**src/rtl/vscale_debug_sequencer_pkg.sv**
```systemverilog
// rtl/vscale_debug_sequencer_pkg.sv - shared types and constants for the debug sequencer
package vscale_debug_sequencer_pkg;

  localparam int XPR_LEN = 32;

  typedef enum logic [2:0] {
    ST_RUNNING,
    ST_HALT_REQ,
    ST_HALTED,
    ST_ACCESS,
    ST_WAIT_RD,
    ST_RESP,
    ST_RESUME_REQ
  } dbg_state_e;

  localparam logic [2:0] DBG_ERR_NONE       = 3'd0;
  localparam logic [2:0] DBG_ERR_NOTSUP     = 3'd2;
  localparam logic [2:0] DBG_ERR_HALTRESUME = 3'd4;

  localparam logic [15:0] DBG_REGNO_CSR = 16'h0000;
  localparam logic [15:0] DBG_REGNO_GPR = 16'h1000;

endpackage

```
**src/rtl/vscale_debug_regno_decode.sv**
```systemverilog
// rtl/vscale_debug_regno_decode.sv - abstract regno to core register_index decode
module vscale_debug_regno_decode
  import vscale_debug_sequencer_pkg::*;
(
  input  logic [15:0] regno,
  output logic [12:0] register_index,
  output logic        valid
);

  always_comb begin
    register_index = '0;
    valid          = 1'b0;
    if (regno[15:12] == DBG_REGNO_CSR[15:12]) begin
      register_index = {1'b0, regno[11:0]};
      valid          = 1'b1;
    end else if (regno[15:5] == DBG_REGNO_GPR[15:5]) begin
      register_index = {1'b1, 7'b0, regno[4:0]};
      valid          = 1'b1;
    end
  end

endmodule

```
**src/rtl/vscale_debug_sequencer.sv**
```systemverilog
// rtl/vscale_debug_sequencer.sv - halt/resume handshake and abstract register access sequencer
module vscale_debug_sequencer
  import vscale_debug_sequencer_pkg::*;
#(
  parameter int READ_LATENCY = 1,
  parameter int HALT_TIMEOUT = 255
) (
  input  logic               clk,
  input  logic               reset,
  input  logic               dm_haltreq,
  input  logic               dm_resumereq,
  output logic               dm_halted,
  output logic               dm_resumeack,
  output logic               dm_halt_timeout,
  input  logic               cmd_valid,
  output logic               cmd_ready,
  input  logic               cmd_write,
  input  logic [15:0]        cmd_regno,
  input  logic [XPR_LEN-1:0] cmd_wdata,
  output logic               resp_valid,
  input  logic               resp_ready,
  output logic [XPR_LEN-1:0] resp_data,
  output logic [2:0]         resp_err,
  output logic               haltreq,
  input  logic               haltack,
  output logic               resumereq,
  input  logic               resumeack,
  output logic [12:0]        register_index,
  output logic               debug_write,
  output logic               debug_read,
  output logic [XPR_LEN-1:0] debug_wdata,
  input  logic [XPR_LEN-1:0] debug_rdata
);

  localparam logic [15:0] HALT_LAST = 16'(HALT_TIMEOUT - 1);
  localparam logic [2:0]  RD_LAST   = 3'(READ_LATENCY - 1);

  dbg_state_e  state, state_nx;
  logic [15:0] halt_cnt;
  logic [2:0]  rd_cnt;
  logic        resume_pend;
  logic        ret_halted;
  logic        is_write;
  logic [12:0] dec_index;
  logic        dec_valid;
  logic        cmd_accept;
  logic        halt_expired;

  vscale_debug_regno_decode u_decode (
    .regno          (cmd_regno),
    .register_index (dec_index),
    .valid          (dec_valid)
  );

  assign cmd_accept   = cmd_valid && cmd_ready;
  assign halt_expired = (halt_cnt >= HALT_LAST);

  always_comb begin
    state_nx = state;
    case (state)
      ST_RUNNING: begin
        if (cmd_accept)      state_nx = ST_RESP;
        else if (dm_haltreq) state_nx = ST_HALT_REQ;
      end
      ST_HALT_REQ: begin
        if (haltack)           state_nx = ST_HALTED;
        else if (halt_expired) state_nx = ST_RUNNING;
      end
      ST_HALTED: begin
        if (cmd_accept)                        state_nx = dec_valid ? ST_ACCESS : ST_RESP;
        else if (resume_pend || dm_resumereq)  state_nx = ST_RESUME_REQ;
      end
      ST_ACCESS:     state_nx = is_write ? ST_RESP : ST_WAIT_RD;
      ST_WAIT_RD:    if (rd_cnt == RD_LAST) state_nx = ST_RESP;
      ST_RESP:       if (resp_ready) state_nx = ret_halted ? ST_HALTED : ST_RUNNING;
      ST_RESUME_REQ: if (resumeack) state_nx = ST_RUNNING;
      default:       state_nx = ST_RUNNING;
    endcase
  end

  // Outputs are registered from the next state so each strobe lines up with its state.
  always_ff @(posedge clk) begin
    if (reset) begin
      state           <= ST_RUNNING;
      halt_cnt        <= '0;
      rd_cnt          <= '0;
      resume_pend     <= 1'b0;
      ret_halted      <= 1'b0;
      is_write        <= 1'b0;
      cmd_ready       <= 1'b0;
      haltreq         <= 1'b0;
      resumereq       <= 1'b0;
      resp_valid      <= 1'b0;
      debug_write     <= 1'b0;
      debug_read      <= 1'b0;
      dm_halted       <= 1'b0;
      dm_resumeack    <= 1'b0;
      dm_halt_timeout <= 1'b0;
      resp_data       <= '0;
      resp_err        <= DBG_ERR_NONE;
      register_index  <= '0;
      debug_wdata     <= '0;
    end else begin
      state           <= state_nx;
      cmd_ready       <= (state_nx == ST_RUNNING) || (state_nx == ST_HALTED);
      haltreq         <= (state_nx == ST_HALT_REQ);
      resumereq       <= (state_nx == ST_RESUME_REQ);
      resp_valid      <= (state_nx == ST_RESP);
      debug_write     <= (state_nx == ST_ACCESS) && cmd_write;
      debug_read      <= (state_nx == ST_ACCESS) && !cmd_write;
      dm_halt_timeout <= (state == ST_HALT_REQ) && !haltack && halt_expired;
      dm_resumeack    <= (state == ST_RESUME_REQ) && resumeack;

      if ((state == ST_HALT_REQ) && haltack)
        dm_halted <= 1'b1;
      else if ((state == ST_RESUME_REQ) && resumeack)
        dm_halted <= 1'b0;

      if (state != ST_HALT_REQ)
        halt_cnt <= '0;
      else if (halt_cnt != 16'hFFFF)
        halt_cnt <= halt_cnt + 16'd1;

      rd_cnt <= (state == ST_WAIT_RD) ? rd_cnt + 3'd1 : 3'd0;

      if ((state == ST_WAIT_RD) && (rd_cnt == RD_LAST))
        resp_data <= debug_rdata;

      if (cmd_accept) begin
        ret_halted <= (state == ST_HALTED);
        is_write   <= cmd_write;
        resp_data  <= '0;
        if (state == ST_RUNNING) begin
          resp_err <= DBG_ERR_HALTRESUME;
        end else if (!dec_valid) begin
          resp_err <= DBG_ERR_NOTSUP;
        end else begin
          resp_err       <= DBG_ERR_NONE;
          register_index <= dec_index;
          debug_wdata    <= cmd_wdata;
        end
      end else if ((state == ST_RESP) && resp_ready) begin
        resp_err       <= DBG_ERR_NONE;
        resp_data      <= '0;
        register_index <= '0;
        debug_wdata    <= '0;
      end

      // A resume arriving mid-access waits until the hart is back in HALTED.
      if (state_nx == ST_RESUME_REQ)
        resume_pend <= 1'b0;
      else if (dm_resumereq &&
               ((state == ST_ACCESS) || (state == ST_WAIT_RD) ||
                ((state == ST_RESP) && ret_halted) ||
                ((state == ST_HALTED) && cmd_accept)))
        resume_pend <= 1'b1;
    end
  end

endmodule

```
**config.mk**
```make
export PLATFORM = sky130hd
export DESIGN_NAME = vscale_debug_sequencer
export DESIGN_NICKNAME = d
export VERILOG_FILES = /design/src/rtl/vscale_debug_sequencer_pkg.sv /design/src/rtl/vscale_debug_regno_decode.sv /design/src/rtl/vscale_debug_sequencer.sv
export SDC_FILE = /design/constraint.sdc
export NUM_CORES = 1
export LEC_CHECK = 0
export BUFFER_PORTS_ARGS = -buffer_cell sky130_fd_sc_hd__buf_2
export CAP_MARGIN = 40
export CORE_MARGIN = 1.5
export CORE_UTILIZATION = 45
export DETAILED_ROUTE_END_ITERATION = 10
export PLACE_DENSITY = 0.79
export REMOVE_ABC_BUFFERS = 1
export SLEW_MARGIN = 20
export SYNTH_ARGS = -nofsm -noshare
export SYNTH_HDL_FRONTEND = slang
export SYNTH_SLANG_ARGS = --single-unit
```
**constraint.sdc**
```tcl
create_clock -name clk -period 1.8 [get_ports clk]
set_input_delay 0.09 -clock clk [delete_from_list [all_inputs] [get_ports clk]]
set_output_delay 0.09 -clock clk [all_outputs]
set_load 0.1 [all_outputs]
```
# ---- Yosys cells after proc, flatten, opt, wreduce, memory -nomap -nowiden
# Cells that the tools add are included.
dict set report totals {
  inputBits 89
  elab_cells 100
  reg_bits 114
}
dict set report classes {
  muxes 31
  magnitude_cmp 1
  add_sub_neg 2
  n_bitwise 1
  n_reduce_logical 30
  eq_ne 16
}
# operator n
set ops {}
lappend ops {{2-to-1 mux 32 bit} 4}
lappend ops {{2-to-1 mux 13 bit} 6}
lappend ops {{2-to-1 mux 3 bit} 13}
lappend ops {{case mux 3 bit (7 select lines)} 1}
lappend ops {{adder 16 x 1 -> 16 bit (second input constant)} 1}
lappend ops {{>= comparator 16 x 8 -> 1 bit (second input constant)} 1}
lappend ops {{inequality test 16 bit (second input constant)} 1}
lappend ops {{equality test 3 bit (second input constant)} 5}
lappend ops {{equality test 3 x 2 -> 1 bit (second input constant)} 4}
lappend ops {{logical AND 1 bit} 12}
lappend ops {{equality test 11 x 8 -> 1 bit (second input constant)} 1}
lappend ops {{zero test 3 bit} 3}
lappend ops {{equality test 3 x 1 -> 1 bit (second input constant)} 2}
lappend ops {{OR reduction 2 bit} 3}
lappend ops {{logical OR 1 bit} 5}
lappend ops {{2-to-1 mux 1 bit} 5}
lappend ops {{zero test 4 bit} 1}
lappend ops {{2-to-1 mux 2 bit} 2}
lappend ops {{inequality test 2 bit (second input constant)} 2}
lappend ops {{nonzero test 2 bit} 2}
lappend ops {{adder 3 x 1 -> 3 bit (second input constant)} 1}
lappend ops {{inequality test 3 x 1 -> 1 bit (second input constant)} 1}
lappend ops {{AND reduction 3 bit} 1}
lappend ops {{OR reduction 3 bit} 1}
lappend ops {{2 further kinds} 3}

# ---- Logic depth before layout (Yosys ltp)
# Gate-level depths: netlist (run 1).
dict set report depth {
  word_depth 8
  depth_mapped 8
}

# ---- By module
# A second synthesis (run 1) with hierarchy kept.
dict set report unflattened {
  cells_unflattened 584
  area_unflattened_um2 4809.6
}
# module n_inst area_each_um2 cells_each
set modules_own_cells {}
lappend modules_own_cells {vscale_debug_sequencer 1 4624.4 560}
lappend modules_own_cells {vscale_debug_regno_decode 1 185.2 24}

# ---- Worst setup path before layout (run 1)
# OpenSTA, ideal clock, no wires.
dict set report synth_timing {
  path_kind {register -> register}
  start {register cmd_ready}
  end {register debug_wdata[23]}
  path_buffers 2
  arrival_time_ns 2.211
  setup_slack_ns -0.481
  stages_incl_launch_ff 7
  required_ns 1.730
  path_cell_list {dfxtp_1 nand2_1 o22ai_1 buf_4 buf_2 nand4_1 a21oi_1}
}
dict set report synth_via {
  elab_chain_len 3
}
# element line_no
set synth_rtl {}
lappend synth_rtl {{start: declaration} vscale_debug_sequencer.sv:16} ;# output logic cmd_ready,
lappend synth_rtl {{start signal: assignment} vscale_debug_sequencer.sv:105} ;# cmd_ready <= (state_nx == ST_RUNNING) || (state_nx == ST_HALTED);
lappend synth_rtl {{logical AND 1 bit (*)} vscale_debug_sequencer.sv:55} ;# assign cmd_accept = cmd_valid && cmd_ready;
lappend synth_rtl {{inequality test 2 bit (no source line) or nonzero test 2 bit (tied branches)} -}
lappend synth_rtl {{AND reduction 3 bit (no source line)} -}
lappend synth_rtl {{end signal: assignment} vscale_debug_sequencer.sv:140} ;# debug_wdata <= cmd_wdata;
lappend synth_rtl {{end: declaration} vscale_debug_sequencer.sv:31} ;# output logic [XPR_LEN-1:0] debug_wdata,
# Mark *: on every way between the ends. The rest lies on a longest branch, timed or not.
# A chain may end at the register's enable or synchronous reset.

# ---- Final worst setup path (run 1)
dict set report layout_timing {
  start {register state[2]}
  end {register haltreq}
}
dict set report layout_via {
  elab_chain_len 4
}
# element line_no
set layout_rtl {}
lappend layout_rtl {{start: declaration} vscale_debug_sequencer.sv:38} ;# dbg_state_e state, state_nx;
lappend layout_rtl {{start signal: assignment} vscale_debug_sequencer.sv:104} ;# state <= state_nx;
lappend layout_rtl {{2-to-1 mux 3 bit (on tied branches)} {vscale_debug_sequencer.sv:71, vscale_debug_sequencer.sv:63, vscale_debug_sequencer.sv:67}}
lappend layout_rtl {{2-to-1 mux 3 bit (on tied branches)} {vscale_debug_sequencer.sv:70, vscale_debug_sequencer.sv:62, vscale_debug_sequencer.sv:66}}
lappend layout_rtl {{case mux 3 bit (7 select lines) (*)} vscale_debug_sequencer.sv:60} ;# case (state)
lappend layout_rtl {{equality test 3 x 1 -> 1 bit (*)} vscale_debug_sequencer.sv:106} ;# haltreq <= (state_nx == ST_HALT_REQ);
lappend layout_rtl {{end signal: assignment} vscale_debug_sequencer.sv:106}
lappend layout_rtl {{end: declaration} vscale_debug_sequencer.sv:24} ;# output logic haltreq,
# Marks and branches as above.

==> report_table.html, run 1 <==
<table>
<tr><th>Metric</th><th>Value</th></tr>
<tr><th colspan="2">Outcome</th></tr>
<tr><td>Run status</td><td>finished, violations left</td></tr>
<tr><td>Violations in the final reports</td><td>setup timing</td></tr>
<tr><th colspan="2">Clock network</th></tr>
<tr><td>Maximum clock insertion buffer count</td><td>2</td></tr>
<tr><td>Total number of H-tree levels</td><td>4</td></tr>
<tr><td>Clock tree from TritonCTS</td><td>done</td></tr>
<tr><td>Number of buffers inserted during clock tree synthesis</td><td>17</td></tr>
<tr><td>Reg clk slew, reported paths</td><td>0.06 ns</td></tr>
<tr><td>Library cell used as clock root buffer</td><td>sky130_fd_sc_hd__clkbuf_8</td></tr>
<tr><td>Clock latency of the later-clocked register in the worst-skew pair</td><td>0.52 ns</td></tr>
<tr><td>Clock sink count</td><td>113</td></tr>
<tr><th colspan="2">Logic synthesis</th></tr>
<tr><td>Register area share after synthesis</td><td>0.476</td></tr>
<tr><td>Biggest area consumer among synthesized cells</td><td>sky130_fd_sc_hd__dfxtp_1</td></tr>
<tr><td>Distinct cells, synth</td><td>60</td></tr>
<tr><td>Mean cell area of the mapped netlist</td><td>8.48 µm²</td></tr>
<tr><td>Number of instances in the synthesized netlist</td><td>560</td></tr>
<tr><td>Primary FF master, synth</td><td>sky130_fd_sc_hd__dfxtp_1</td></tr>
<tr><td>Share of flip-flops with an asynchronous set or reset</td><td>0</td></tr>
<tr><td>Post-synth EDFFs</td><td>0</td></tr>
<tr><td>Flip-flop and latch count after synthesis</td><td>113</td></tr>
<tr><td>Area share of the largest cell type after synthesis</td><td>0.476</td></tr>
<tr><td>Post-Synthesis Cell Area</td><td>4750 µm²</td></tr>
<tr><td>Count of yosys warnings during synthesis</td><td>0</td></tr>
<tr><td>Cells taking the most area after synthesis</td><td>sky130_fd_sc_hd__dfxtp_1 48%, sky130_fd_sc_hd__a21oi_1 7.8%, sky130_fd_sc_hd__nand2_1 7.0%</td></tr>
<tr><th colspan="2">STA</th></tr>
<tr><td>Sum Neg Setup Slack</td><td>-0.0465 ns</td></tr>
<tr><td>Setup repair after global routing missed its margin</td><td>true</td></tr>
<tr><td>Minimum clock period</td><td>1.85 ns</td></tr>
<tr><td>Clock tree skew after final layout</td><td>0.0107 ns</td></tr>
<tr><td>Maximum clock rate</td><td>542 MHz</td></tr>
<tr><td>Transition time of the tightest slew-check pin</td><td>0.534 ns</td></tr>
<tr><td>Max Slew Vio Count</td><td>0</td></tr>
<tr><td>Portion of the clock cycle consumed by the worst path in the final layout</td><td>1.03</td></tr>
<tr><td>Final count of negative-setup-slack endpoints</td><td>1</td></tr>
<tr><td>Number of failing hold endpoints at the final stage</td><td>0</td></tr>
<tr><td>Minimum setup slack in the final design</td><td>-0.0465 ns</td></tr>
<tr><td>Worst slew margin</td><td>0.642</td></tr>
<tr><th colspan="2">Route</th></tr>
<tr><td>Drt pass-1 iters</td><td>8</td></tr>
<tr><td>Routed wire length</td><td>16.9 mm</td></tr>
<tr><td>DR vias</td><td>5573</td></tr>
<tr><td>Number of nets with antenna violations after routing</td><td>0</td></tr>
<tr><td>Routed wirelength normalized by instance count</td><td>17.3 µm</td></tr>
<tr><td>Number of design rule violations left after detail routing</td><td>0</td></tr>
<tr><td>Average via count per standard cell</td><td>5.71</td></tr>
<tr><td>Iteration-0 DRC Markers</td><td>704</td></tr>
<tr><th colspan="2">Worst hold path</th></tr>
<tr><td>Hold Path Class</td><td>input pin to flop</td></tr>
<tr><th colspan="2">Die</th></tr>
<tr><td>Core area</td><td>10300 µm²</td></tr>
<tr><td>Initial core utilization</td><td>0.462</td></tr>
<tr><td>Rows</td><td>37</td></tr>
<tr><td>Height of the die</td><td>106 µm</td></tr>
<tr><td>Die footprint</td><td>11200 µm²</td></tr>
<tr><td>Horiz. Die Dim</td><td>106 µm</td></tr>
<tr><td>Number of primary I/O pins</td><td>178</td></tr>
<tr><th colspan="2">Placement</th></tr>
<tr><td>Port Buffer Count</td><td>176</td></tr>
<tr><td>Final Wtd Congestion</td><td>0.953</td></tr>
<tr><td>Post-DP HPWL</td><td>9.41 mm</td></tr>
<tr><th colspan="2">Worst setup path</th></tr>
<tr><td>WS Path Type</td><td>flop to flop</td></tr>
<tr><td>Crit end category</td><td>flop</td></tr>
<tr><td>Endpoint arrival time on the critical path</td><td>2.26 ns</td></tr>
<tr><td>Data required time at the worst endpoint</td><td>2.21 ns</td></tr>
<tr><td>Highest net fanout along the worst path</td><td>7</td></tr>
<tr><td>Startpoint types</td><td>flop</td></tr>
<tr><th colspan="2">Pwr</th></tr>
<tr><td>Total power after layout</td><td>9.10 mW</td></tr>
<tr><td>Total power per unit cell area</td><td>1240 nW/µm²</td></tr>
<tr><td>Leakage power figure</td><td>3.10 nW</td></tr>
<tr><td>Peak supply drop</td><td>0.000717 V</td></tr>
<tr><th colspan="2">Finish</th></tr>
<tr><td>Filler instances</td><td>721</td></tr>
<tr><td>Diode insertion count for antenna repair</td><td>0</td></tr>
<tr><td>Share of final-layout standard cells stronger than drive strength 1</td><td>0.321</td></tr>
<tr><td>P&amp;R area growth vs syn</td><td>55.2%</td></tr>
<tr><td>Fin nets</td><td>920</td></tr>
<tr><th colspan="2">Global routing</th></tr>
<tr><td>Global-route wire length before repair</td><td>25.9 mm</td></tr>
<tr><td>Maximum number of pins on one net before global-route repair</td><td>38</td></tr>
<tr><td>Global-route usage over all layers</td><td>0.289</td></tr>
<tr><td>Initial antenna violation count</td><td>0</td></tr>
<tr><td>Vias in the first global route</td><td>5413</td></tr>
<tr><td>Remaining global-route overflow</td><td>0</td></tr>
<tr><th colspan="2">Flow run</th></tr>
<tr><td>Max-cap violations</td><td>0</td></tr>
</table>
[final cells by class]
cell class / instances / area [µm²] / area share
clock buffer: 18 / 418 / 0.0567
clock inverter: 14 / 156 / 0.0212
inverter: 11 / 43.8 / 0.00594
multi-input combinational: 391 / 2290 / 0.311
sequential: 113 / 2280 / 0.309
tap: 136 / 170 / 0.0231
timing repair buffer: 293 / 2010 / 0.273
[state kept, by name, indices dropped and copies added (netlist names), 2 cells and up]
register and flops:
rd_cnt 3, resp_err 2, state 3, debug_wdata 32, resp_data 32, register_index 13, halt_cnt 16
[power by group]
group	switching [mW]	internal (mW)	total, mW
clock	1.26	1.99	3.24
combinational	2.16	0.847	3.01
sequential	0.150	2.70	2.85
total	3.57	5.53	9.10
[per-layer routing]
metal,vias up,part of all wire,global-route usage
met5,-,0,0
met4,0,0.044,0.161
met3,79,0.081,0.0798
met2,350,0.50,0.497
met1,2605,0.37,0.322
li1,2539,-,-
[worst max-delay path, stage by stage, from the launching register on]
cell and delay [ns]:
sky130_fd_sc_hd__dfxtp_4 0.36, sky130_fd_sc_hd__buf_4 0.17, sky130_fd_sc_hd__nor4b_4 0.27, sky130_fd_sc_hd__o2111ai_1 0.17, sky130_fd_sc_hd__nand4b_1 0.17, sky130_fd_sc_hd__o211ai_1 0.20
sky130_fd_sc_hd__buf_4 0.20, sky130_fd_sc_hd__nor3_1 0.20
[cell usage in the layout, fill, tap and decap left out, drive strengths merged, types with 7 or more instances in the layout]
cell type    netlist  layout
buf               28     210
dfxtp            113     113
nand2             89      89
dlygate4sd3        0      82
a21oi             75      75
nand4             52      52
o21ai             52      52
nor2              26      26
clkbuf            17      19
inv               11      15
nand3             11      11
nor3               8       8
xor2               8       8
and3               7       7
[kinds of logic (layout without fill, tap and decap cells)]
kind of cell	count (synthesis)	in the layout	share of synthesized area
muxes	2	2	0.00422
and+or+nand+nor	222	222	0.247
DFF	113	113	0.476
adders and majority gates	4	4	0.0105
xor gates and xnor gates	10	10	0.0184
buffers and inverters	56	336	0.0598
other	1	1	0.000790
AOI/OAI and AO/OA	152	152	0.183
[final timing paths]
check	endpoint	slack (ns)	startpoint	depth (start not counted)
min reg2reg	rd_cnt[0]	0.45	rd_cnt[0]	1
max reg2reg	haltreq	-0.05	state[2]	7
max	haltreq	-0.05	state[2]	7
min	cmd_ready	0.13	dm_haltreq	5
[synth_stat cells (2+ instances only)]
master,n
sky130_fd_sc_hd__buf_2,16
sky130_fd_sc_hd__buf_4,6
sky130_fd_sc_hd__and2_1,4
sky130_fd_sc_hd__nor2b_1,2
sky130_fd_sc_hd__and3_1,7
sky130_fd_sc_hd__nor4_2,2
sky130_fd_sc_hd__buf_1,2
sky130_fd_sc_hd__nand3_1,11
sky130_fd_sc_hd__inv_1,11
sky130_fd_sc_hd__nand4_1,51
sky130_fd_sc_hd__nand2b_1,2
sky130_fd_sc_hd__clkbuf_1,16
sky130_fd_sc_hd__and4_1,4
sky130_fd_sc_hd__nand2_1,89
sky130_fd_sc_hd__o211ai_1,2
sky130_fd_sc_hd__a211oi_1,4
sky130_fd_sc_hd__buf_6,4
sky130_fd_sc_hd__ha_1,4
sky130_fd_sc_hd__mux2i_1,2
sky130_fd_sc_hd__or3_1,2
sky130_fd_sc_hd__a31oi_1,2
sky130_fd_sc_hd__nor2_1,25
sky130_fd_sc_hd__nor3_1,8
sky130_fd_sc_hd__dfxtp_1,113
sky130_fd_sc_hd__xor2_1,8
sky130_fd_sc_hd__nor4b_2,2
sky130_fd_sc_hd__nand4b_1,2
sky130_fd_sc_hd__o21ai_1,7
sky130_fd_sc_hd__o21ai_0,45
sky130_fd_sc_hd__nor4_1,3
sky130_fd_sc_hd__a21oi_1,74
sky130_fd_sc_hd__xnor2_1,2
[metrics by stage]
step / hold slack (ns) / instance area, µm² / util / cells / setup slack, ns
global route: 0.163 / 7370 / 0.717 / 976 / -0.103
CTS: 0.0884 / 7230 / 0.704 / 970 / 0.0204
detailed placement: 0.308 / 5810 / 0.565 / 854 / -0.0650
global placement: 0.299 / 5810 / 0.565 / 854 / -0.0600
finish: 0.130 / 7370 / 0.717 / 976 / -0.0465
floorplan: 0.158 / 4510 / - / 515 / -2.36
[repair_timing]
action,in CTS,in global routing
buffers inserted,2,6
resized for setup,4,23
hold endpoints to repair,85,0
pin swaps,2,7
hold buffers,82,0
endpoints found under the setup margin,14,66
Power figures use the tool's default switching activity.
==> run 2, diff against run 1 <==
- CAP_MARGIN: 40 -> unset
- CTS_BUF_LIST: unset -> sky130_fd_sc_hd__clkbuf_8
==> run 2 against run 1 <==
Net effect: non-clock buffer count down 9; the run still ends with setup timing left; critical path depth is 1 higher; flip-flop and latch count stayed put; register-to-register slack better by 0.05 ns; combinational power fell by 3%; clock-buffer cell count is 1 lower; critical path type is now input pin to flop; first-iteration DRC count is 6.3% lower; highest routed layer unchanged; sequential share of layout area rose by 1.1 points; via count decreased by 3.3%.
==> report_table.html, run 2 (synthesis results as in run 1) <==
<table>
<tr><th>Metric</th><th>Value</th></tr>
<tr><th colspan="2">Flow run</th></tr>
<tr><td>Max-cap violations</td><td>0</td></tr>
<tr><th colspan="2">Pwr</th></tr>
<tr><td>Internal power component</td><td>4.75 mW</td></tr>
<tr><td>Switching power share of the total</td><td>0.417</td></tr>
<tr><td>Total power per unit cell area</td><td>1150 nW/µm²</td></tr>
<tr><td>Proportion of power drawn by combinational gates</td><td>0.360</td></tr>
<tr><td>Part of the power in the clock network</td><td>0.290</td></tr>
<tr><td>Peak supply drop</td><td>0.000730 V</td></tr>
<tr><td>Sw power</td><td>3.39 mW</td></tr>
<tr><td>Reg power frac</td><td>0.350</td></tr>
<tr><td>Leakage power figure</td><td>2.97 nW</td></tr>
<tr><th colspan="2">Placement</th></tr>
<tr><td>Final Wtd Congestion</td><td>0.953</td></tr>
<tr><td>Post-DP HPWL</td><td>9.41 mm</td></tr>
<tr><td>Worst Setup Slack post-DPL</td><td>-0.0650 ns</td></tr>
<tr><td>Port Buffer Count</td><td>176</td></tr>
<tr><td>Post-Place Cell Area</td><td>5810 µm²</td></tr>
<tr><th colspan="2">Worst setup path</th></tr>
<tr><td>Worst reg2reg endpoint</td><td>debug_write</td></tr>
<tr><td>Data required time at the worst endpoint</td><td>2.08 ns</td></tr>
<tr><td>Endpoint arrival time on the critical path</td><td>2.14 ns</td></tr>
<tr><td>Category of cells accounting for the largest share of critical-path delay</td><td>buffers and inverters</td></tr>
<tr><td>Cell-by-cell trace of the critical path</td><td>dlygate4sd3_1 &gt; buf_2 &gt; nor4_4 &gt; a21boi_4 &gt; o21a_1 &gt; buf_4 &gt; o21ai_0 &gt; a21oi_1</td></tr>
<tr><td>Startpoint types</td><td>input pin</td></tr>
<tr><td>Setup slack of the worst register-to-register path</td><td>0 ns</td></tr>
<tr><td>WP buf/inv</td><td>3</td></tr>
<tr><td>WS Path Type</td><td>input pin to flop</td></tr>
<tr><td>Worst flop-to-flop path startpoint</td><td>halt_cnt[0]</td></tr>
<tr><td>Highest net fanout along the worst path</td><td>32</td></tr>
<tr><td>Worst path slowest cell</td><td>sky130_fd_sc_hd__dlygate4sd3_1</td></tr>
<tr><td>CP max stage delay</td><td>0.53 ns</td></tr>
<tr><td>Total stage count of the critical path</td><td>8</td></tr>
<tr><td>Depth of the worst register-to-register path</td><td>7</td></tr>
<tr><td>Crit end category</td><td>flop</td></tr>
<tr><th colspan="2">Route</th></tr>
<tr><td>Average via count per standard cell</td><td>5.57</td></tr>
<tr><td>Number of design rule violations left after detail routing</td><td>0</td></tr>
<tr><td>Routed wire length</td><td>16.1 mm</td></tr>
<tr><td>Iteration-0 DRC Markers</td><td>660</td></tr>
<tr><td>DR vias</td><td>5389</td></tr>
<tr><td>Number of nets with antenna violations after routing</td><td>0</td></tr>
<tr><td>Drt pass-1 iters</td><td>5</td></tr>
<tr><td>Routed wirelength normalized by instance count</td><td>16.7 µm</td></tr>
<tr><th colspan="2">STA</th></tr>
<tr><td>Number of failing hold endpoints at the final stage</td><td>0</td></tr>
<tr><td>Clock tree skew after final layout</td><td>0.0141 ns</td></tr>
<tr><td>Maximum clock rate</td><td>538 MHz</td></tr>
<tr><td>Final count of negative-setup-slack endpoints</td><td>3</td></tr>
<tr><td>Setup repair after global routing missed its margin</td><td>true</td></tr>
<tr><td>Worst slew margin</td><td>0.652</td></tr>
<tr><td>Portion of the clock cycle consumed by the worst path in the final layout</td><td>1.03</td></tr>
<tr><td>Minimum setup slack in the final design</td><td>-0.0586 ns</td></tr>
<tr><td>Max Slew Vio Count</td><td>0</td></tr>
<tr><td>Sum Neg Setup Slack</td><td>-0.111 ns</td></tr>
<tr><td>Transition time of the tightest slew-check pin</td><td>0.525 ns</td></tr>
<tr><td>Minimum clock period</td><td>1.86 ns</td></tr>
<tr><td>Worst-case hold slack</td><td>0.0453 ns</td></tr>
<tr><th colspan="2">Die</th></tr>
<tr><td>Number of primary I/O pins</td><td>178</td></tr>
<tr><td>Rows</td><td>37</td></tr>
<tr><td>Initial core utilization</td><td>0.462</td></tr>
<tr><td>Die footprint</td><td>11200 µm²</td></tr>
<tr><td>Horiz. Die Dim</td><td>106 µm</td></tr>
<tr><td>Height of the die</td><td>106 µm</td></tr>
<tr><td>Core area</td><td>10300 µm²</td></tr>
<tr><th colspan="2">Finish</th></tr>
<tr><td>Commonest cells after routing, fill and taps aside</td><td>176 x sky130_fd_sc_hd__buf_2, 108 x sky130_fd_sc_hd__dfxtp_1, 89 x sky130_fd_sc_hd__nand2_1</td></tr>
<tr><td>Diode insertion count for antenna repair</td><td>0</td></tr>
<tr><td>Most common cell after layout, fill and taps aside</td><td>sky130_fd_sc_hd__buf_2</td></tr>
<tr><td>Filler instances</td><td>771</td></tr>
<tr><td>Total area of sequential cells</td><td>2280 µm²</td></tr>
<tr><td>Cell area after layout</td><td>7100 µm²</td></tr>
<tr><td>P&amp;R area growth vs syn</td><td>49.5%</td></tr>
<tr><td>Largest regs</td><td>debug_wdata x32, resp_data x32, halt_cnt x16</td></tr>
<tr><td>Footprint of the multi-input gates</td><td>2270 µm²</td></tr>
<tr><td>Fin nets</td><td>911</td></tr>
<tr><td>Share of final-layout standard cells stronger than drive strength 1</td><td>0.318</td></tr>
<tr><th colspan="2">Outcome</th></tr>
<tr><td>Violations in the final reports</td><td>setup timing</td></tr>
<tr><td>Run status</td><td>finished, violations left</td></tr>
<tr><th colspan="2">Global routing</th></tr>
<tr><td>Global-route usage over all layers</td><td>0.276</td></tr>
<tr><td>Vias in the first global route</td><td>5222</td></tr>
<tr><td>Initial antenna violation count</td><td>0</td></tr>
<tr><td>Maximum number of pins on one net before global-route repair</td><td>38</td></tr>
<tr><td>Global-route wire length before repair</td><td>24.7 mm</td></tr>
<tr><td>Remaining global-route overflow</td><td>0</td></tr>
<tr><th colspan="2">Clock network</th></tr>
<tr><td>Total number of H-tree levels</td><td>4</td></tr>
<tr><td>Clock tree from TritonCTS</td><td>done</td></tr>
<tr><td>Reg clk slew, reported paths</td><td>0.07 ns</td></tr>
<tr><td>Clock sink count</td><td>113</td></tr>
<tr><td>Library cell used as clock root buffer</td><td>sky130_fd_sc_hd__clkbuf_8</td></tr>
<tr><td>Maximum clock insertion buffer count</td><td>2</td></tr>
<tr><td>Clock latency of the later-clocked register in the worst-skew pair</td><td>0.42 ns</td></tr>
<tr><td>Number of buffers inserted during clock tree synthesis</td><td>17</td></tr>
<tr><th colspan="2">Worst hold path</th></tr>
<tr><td>Hold endpoint</td><td>resume_pend</td></tr>
<tr><td>Hold Path Stages</td><td>3</td></tr>
<tr><td>Startpoint of the tightest hold check path</td><td>dm_resumereq</td></tr>
<tr><td>Hold Path Class</td><td>input pin to flop</td></tr>
</table>
==> run 2: through the flow <==
stage / power (mW) / instances / util
6_report: 8.14 / 967 / 0.691
5_1_grt: 8.46 / 967 / 0.691
4_1_cts: 7.99 / 966 / 0.683
3_5_place_dp: 5.48 / 854 / 0.565
3_3_place_gp: 5.42 / 854 / 0.565
2_1_floorplan: 4.69 / 515 / -
==> run 2: repair_timing <==
item	in CTS	in global routing
hold buffers	79	0
resized for setup	4	25
setup endpoints to repair	14	67
endpoints found under the hold margin	81	0
pin swaps	2	7
buffers inserted	1	1
==> run 2: area by class of cell <==
class / count / share of cell area
clock buffers: 17 / 0.0330
clock inverters: 15 / 0.0226
inverters: 11 / 0.00617
multi-input cells: 391 / 0.320
flip-flops and latches: 113 / 0.321
well taps: 136 / 0.0240
repair buffers: 284 / 0.274
==> run 2: power by group through the flow <==
stage,clock [mW],combinational (mW),sequential (mW)
2_1_floorplan,0,0.814,3.88
3_3_place_gp,0,2.56,2.86
3_5_place_dp,0,2.60,2.88
4_1_cts,2.40,2.77,2.82
5_1_grt,2.51,3.08,2.87
6_report,2.36,2.93,2.85
==> run 2: worst max-delay path by stage <==
stage	to	startpoint
floorplan	register_index[12]	cmd_ready
global placement	debug_read	state[2]
detailed placement	register_index[10]	state[0]
CTS	debug_write	halt_cnt[0]
global route	debug_write	halt_cnt[0]
finish	debug_wdata[3]	cmd_regno[7]
==> run 2: per-layer routing <==
metal | global-route usage | share of wire
met4 | 0.157 | 0.039
met2 | 0.468 | 0.51
met5 | 0 | 0
met1 | 0.317 | 0.39
met3 | 0.0643 | 0.062
==> run 2: worst register-to-register path, cell delays in order, from the launching register on <==
cell	delay, ns
sky130_fd_sc_hd__dfxtp_4	0.38
sky130_fd_sc_hd__inv_4	0.04
sky130_fd_sc_hd__ha_4	0.14
sky130_fd_sc_hd__o211ai_1	0.25
sky130_fd_sc_hd__o2111ai_1	0.19
sky130_fd_sc_hd__nand4b_1	0.18
sky130_fd_sc_hd__o211ai_1	0.21
sky130_fd_sc_hd__nor4b_2	0.32
==> run 3, diff against run 2 <==
- CTS_CLUSTER_DIAMETER: unset -> 60
- CTS_CLUSTER_SIZE: unset -> 24
- PLACE_DENSITY: 0.79 -> 0.82
- clock period: 1.8 -> 1.7 ns (I/O delays scaled with it)
==> run 3 against run 2 <==
Net effect: the flow still finishes with violations (setup timing); via count rose by 6.7%; final cell count rose by 2.2%; sequential share of layout area fell by 1.3 points; critical path depth fell by 2; cell area rose by 4.1%; critical endpoint is now resume_pend.
==> report_table.html, run 3 (synthesis results as in run 1) <==
<table>
<tr><th>Metric</th><th>Value</th></tr>
<tr><th colspan="2">Global routing</th></tr>
<tr><td>Most Crowded Layer GR</td><td>met2</td></tr>
<tr><td>Met1 layer usage reported by global route</td><td>0.317</td></tr>
<tr><td>Global-route wire length before repair</td><td>25.7 mm</td></tr>
<tr><td>Initial antenna violation count</td><td>0</td></tr>
<tr><td>Met2 routing resource usage after global routing</td><td>0.508</td></tr>
<tr><td>Maximum number of pins on one net before global-route repair</td><td>38</td></tr>
<tr><td>Remaining global-route overflow</td><td>0</td></tr>
<tr><td>Vias in the first global route</td><td>5393</td></tr>
<tr><td>Met3 GRT Util</td><td>0.0649</td></tr>
<tr><td>Global-route usage over all layers</td><td>0.288</td></tr>
<tr><th colspan="2">STA</th></tr>
<tr><td>Setup repair after global routing missed its margin</td><td>true</td></tr>
<tr><td>Portion of the clock cycle consumed by the worst path in the final layout</td><td>1.10</td></tr>
<tr><td>Maximum clock rate</td><td>535 MHz</td></tr>
<tr><td>Final count of negative-setup-slack endpoints</td><td>9</td></tr>
<tr><td>Max Slew Vio Count</td><td>0</td></tr>
<tr><td>Transition time of the tightest slew-check pin</td><td>0.542 ns</td></tr>
<tr><td>Minimum clock period</td><td>1.87 ns</td></tr>
<tr><td>Number of failing hold endpoints at the final stage</td><td>0</td></tr>
<tr><td>Minimum setup slack in the final design</td><td>-0.167 ns</td></tr>
<tr><td>Worst slew margin</td><td>0.639</td></tr>
<tr><td>Clock tree skew after final layout</td><td>0.0182 ns</td></tr>
<tr><th colspan="2">Clock network</th></tr>
<tr><td>Maximum clock insertion buffer count</td><td>2</td></tr>
<tr><td>Clock latency of the later-clocked register in the worst-skew pair</td><td>0.43 ns</td></tr>
<tr><td>Total number of H-tree levels</td><td>4</td></tr>
<tr><td>Reg clk slew, reported paths</td><td>0.07 ns</td></tr>
<tr><td>Library cell used as clock root buffer</td><td>sky130_fd_sc_hd__clkbuf_8</td></tr>
<tr><td>Number of buffers inserted during clock tree synthesis</td><td>17</td></tr>
<tr><td>Clock sink count</td><td>113</td></tr>
<tr><td>Clock tree from TritonCTS</td><td>done</td></tr>
<tr><th colspan="2">Placement</th></tr>
<tr><td>Post-Place Cell Area</td><td>5960 µm²</td></tr>
<tr><td>Port Buffer Count</td><td>176</td></tr>
<tr><td>Post-DP HPWL</td><td>9.35 mm</td></tr>
<tr><td>Final Wtd Congestion</td><td>0.912</td></tr>
<tr><th colspan="2">Route</th></tr>
<tr><td>DR vias</td><td>5749</td></tr>
<tr><td>Number of nets with antenna violations after routing</td><td>0</td></tr>
<tr><td>Drt pass-1 iters</td><td>6</td></tr>
<tr><td>Iteration-0 DRC Markers</td><td>564</td></tr>
<tr><td>Routed wirelength normalized by instance count</td><td>17.7 µm</td></tr>
<tr><td>Number of design rule violations left after detail routing</td><td>0</td></tr>
<tr><td>Routed wire length</td><td>17.5 mm</td></tr>
<tr><td>Average via count per standard cell</td><td>5.82</td></tr>
<tr><th colspan="2">Worst setup path</th></tr>
<tr><td>CP max stage delay</td><td>0.42 ns</td></tr>
<tr><td>Data required time at the worst endpoint</td><td>2.02 ns</td></tr>
<tr><td>Crit end category</td><td>flop</td></tr>
<tr><td>Crit. Startpoint</td><td>state[1]</td></tr>
<tr><td>WS Path Type</td><td>flop to flop</td></tr>
<tr><td>Worst path slowest cell</td><td>sky130_fd_sc_hd__dfxtp_4</td></tr>
<tr><td>Startpoint types</td><td>flop</td></tr>
<tr><td>Worst flop-to-flop path startpoint</td><td>state[1]</td></tr>
<tr><td>Highest net fanout along the worst path</td><td>7</td></tr>
<tr><td>Endpoint arrival time on the critical path</td><td>2.19 ns</td></tr>
<tr><td>Most common cell on crit path</td><td>sky130_fd_sc_hd__o21ai_1</td></tr>
<tr><td>Cell-by-cell trace of the critical path</td><td>buf_6 &gt; a21o_1 &gt; o21ai_1 &gt; a222oi_1 &gt; o21ai_1 &gt; a311oi_2</td></tr>
<tr><th colspan="2">Pwr</th></tr>
<tr><td>Total power after layout</td><td>9.29 mW</td></tr>
<tr><td>Proportion of power drawn by combinational gates</td><td>0.355</td></tr>
<tr><td>Part of the power in the clock network</td><td>0.318</td></tr>
<tr><td>Internal power component</td><td>5.67 mW</td></tr>
<tr><td>Leakage power figure</td><td>3.14 nW</td></tr>
<tr><td>Peak supply drop</td><td>0.000681 V</td></tr>
<tr><td>Total power per unit cell area</td><td>1260 nW/µm²</td></tr>
<tr><td>Sw power</td><td>3.62 mW</td></tr>
<tr><td>Switching power share of the total</td><td>0.390</td></tr>
<tr><td>Reg power frac</td><td>0.327</td></tr>
<tr><th colspan="2">Die</th></tr>
<tr><td>Horiz. Die Dim</td><td>106 µm</td></tr>
<tr><td>Core area</td><td>10300 µm²</td></tr>
<tr><td>Die footprint</td><td>11200 µm²</td></tr>
<tr><td>Number of primary I/O pins</td><td>178</td></tr>
<tr><td>Initial core utilization</td><td>0.462</td></tr>
<tr><td>Rows</td><td>37</td></tr>
<tr><td>Height of the die</td><td>106 µm</td></tr>
<tr><th colspan="2">Finish</th></tr>
<tr><td>Share of final-layout standard cells stronger than drive strength 1</td><td>0.335</td></tr>
<tr><td>Commonest cells after routing, fill and taps aside</td><td>176 x sky130_fd_sc_hd__buf_2, 108 x sky130_fd_sc_hd__dfxtp_1, 88 x sky130_fd_sc_hd__nand2_1</td></tr>
<tr><td>Fin nets</td><td>931</td></tr>
<tr><td>Most common cell after layout, fill and taps aside</td><td>sky130_fd_sc_hd__buf_2</td></tr>
<tr><td>P&amp;R area growth vs syn</td><td>55.6%</td></tr>
<tr><td>Largest regs</td><td>debug_wdata x32, resp_data x32, halt_cnt x16</td></tr>
<tr><td>Cell area after layout</td><td>7390 µm²</td></tr>
<tr><th colspan="2">Worst hold path</th></tr>
<tr><td>Startpoint of the tightest hold check path</td><td>cmd_regno[12]</td></tr>
<tr><td>Hold Path Class</td><td>input pin to flop</td></tr>
<tr><th colspan="2">Outcome</th></tr>
<tr><td>Run status</td><td>finished, violations left</td></tr>
<tr><td>Violations in the final reports</td><td>setup timing</td></tr>
<tr><th colspan="2">Flow run</th></tr>
<tr><td>Max-cap violations</td><td>0</td></tr>
</table>
==> run 3: changes by cell type in the layout (fill, tap and decap cells not counted), sizes merged <==
cell,before,now
buf,205,223
bufinv,2,5
clkbuf,17,21
clkinv,4,1
clkinvlp,4,3
diode,0,1
dlygate4sd3,79,80
inv,16,14
==> run 3: layout make-up <==
class | count | area (µm²)
Timing Repair Buffer | 304 | 2140
Multi-Input combinational cell | 391 | 2300
Antenna cell | 1 | 2.50
Tap cell | 136 | 170
Inverter | 11 | 41.3
Clock buffer | 20 | 275
Fill cell | 683 | 2890
Clock inverter | 12 | 189
Sequential cell | 113 | 2280
==> run 3: timing repair <==
item / 4_1_cts / 5_1_grt
cloned: 0 / 1
gates resized for setup: 5 / 28
endpoints found under the setup margin: 7 / 31
hold endpoints to repair: 83 / 0
hold buffers: 80 / 0
pin swaps: 0 / 5
setup buffers: 0 / 4
==> run 3: through the flow <==
step / std cells / setup WS [ns] / util / hold WS (ns) / setup TNS [ns]
floorplan: 515 / -2.46 / - / 0.153 / -138.49
global placement: 870 / 0.00584 / 0.580 / 0.295 / 0
detailed placement: 870 / -0.0306 / 0.580 / 0.291 / -0.0385
CTS: 982 / 0.0104 / 0.704 / 0.000168 / 0
global route: 987 / -0.260 / 0.719 / 0.0796 / -1.82
finish: 988 / -0.167 / 0.719 / 0.0823 / -0.887
==> run 3: worst paths after layout <==
check / end / slack, ns / cells after the start
max: resume_pend / -0.17 / 6
min: register_index[12] / 0.08 / 3
max reg2reg: resume_pend / -0.17 / 6
min reg2reg: resp_data[25] / 0.45 / 2
==> run 3: power by group through the flow <==
stage | Clock, mW | Combinational, mW | Sequential, mW
final | 2.95 | 3.30 | 3.04
after global placement | 0 | 2.82 | 3.03
after detailed placement | 0 | 2.86 | 3.04
after CTS | 2.96 | 3.01 | 2.99
after floorplan | 0 | 0.862 | 4.10
after global routing | 3.10 | 3.45 | 3.05
==> run 3: per-layer routing <==
layer | wire, µm | up-vias
li1 | - | 2566
met1 | 6580 | 2689
met2 | 8630 | 377
met3 | 1330 | 117
met4 | 958 | 0
met5 | 0 | -
==> run 3: worst max-delay path: cells and delay by family (launching register included) <==
family	cells	cell delay (ns)
flops	1	0.42
buf+inv	1	0.12
compound gates	5	1.23
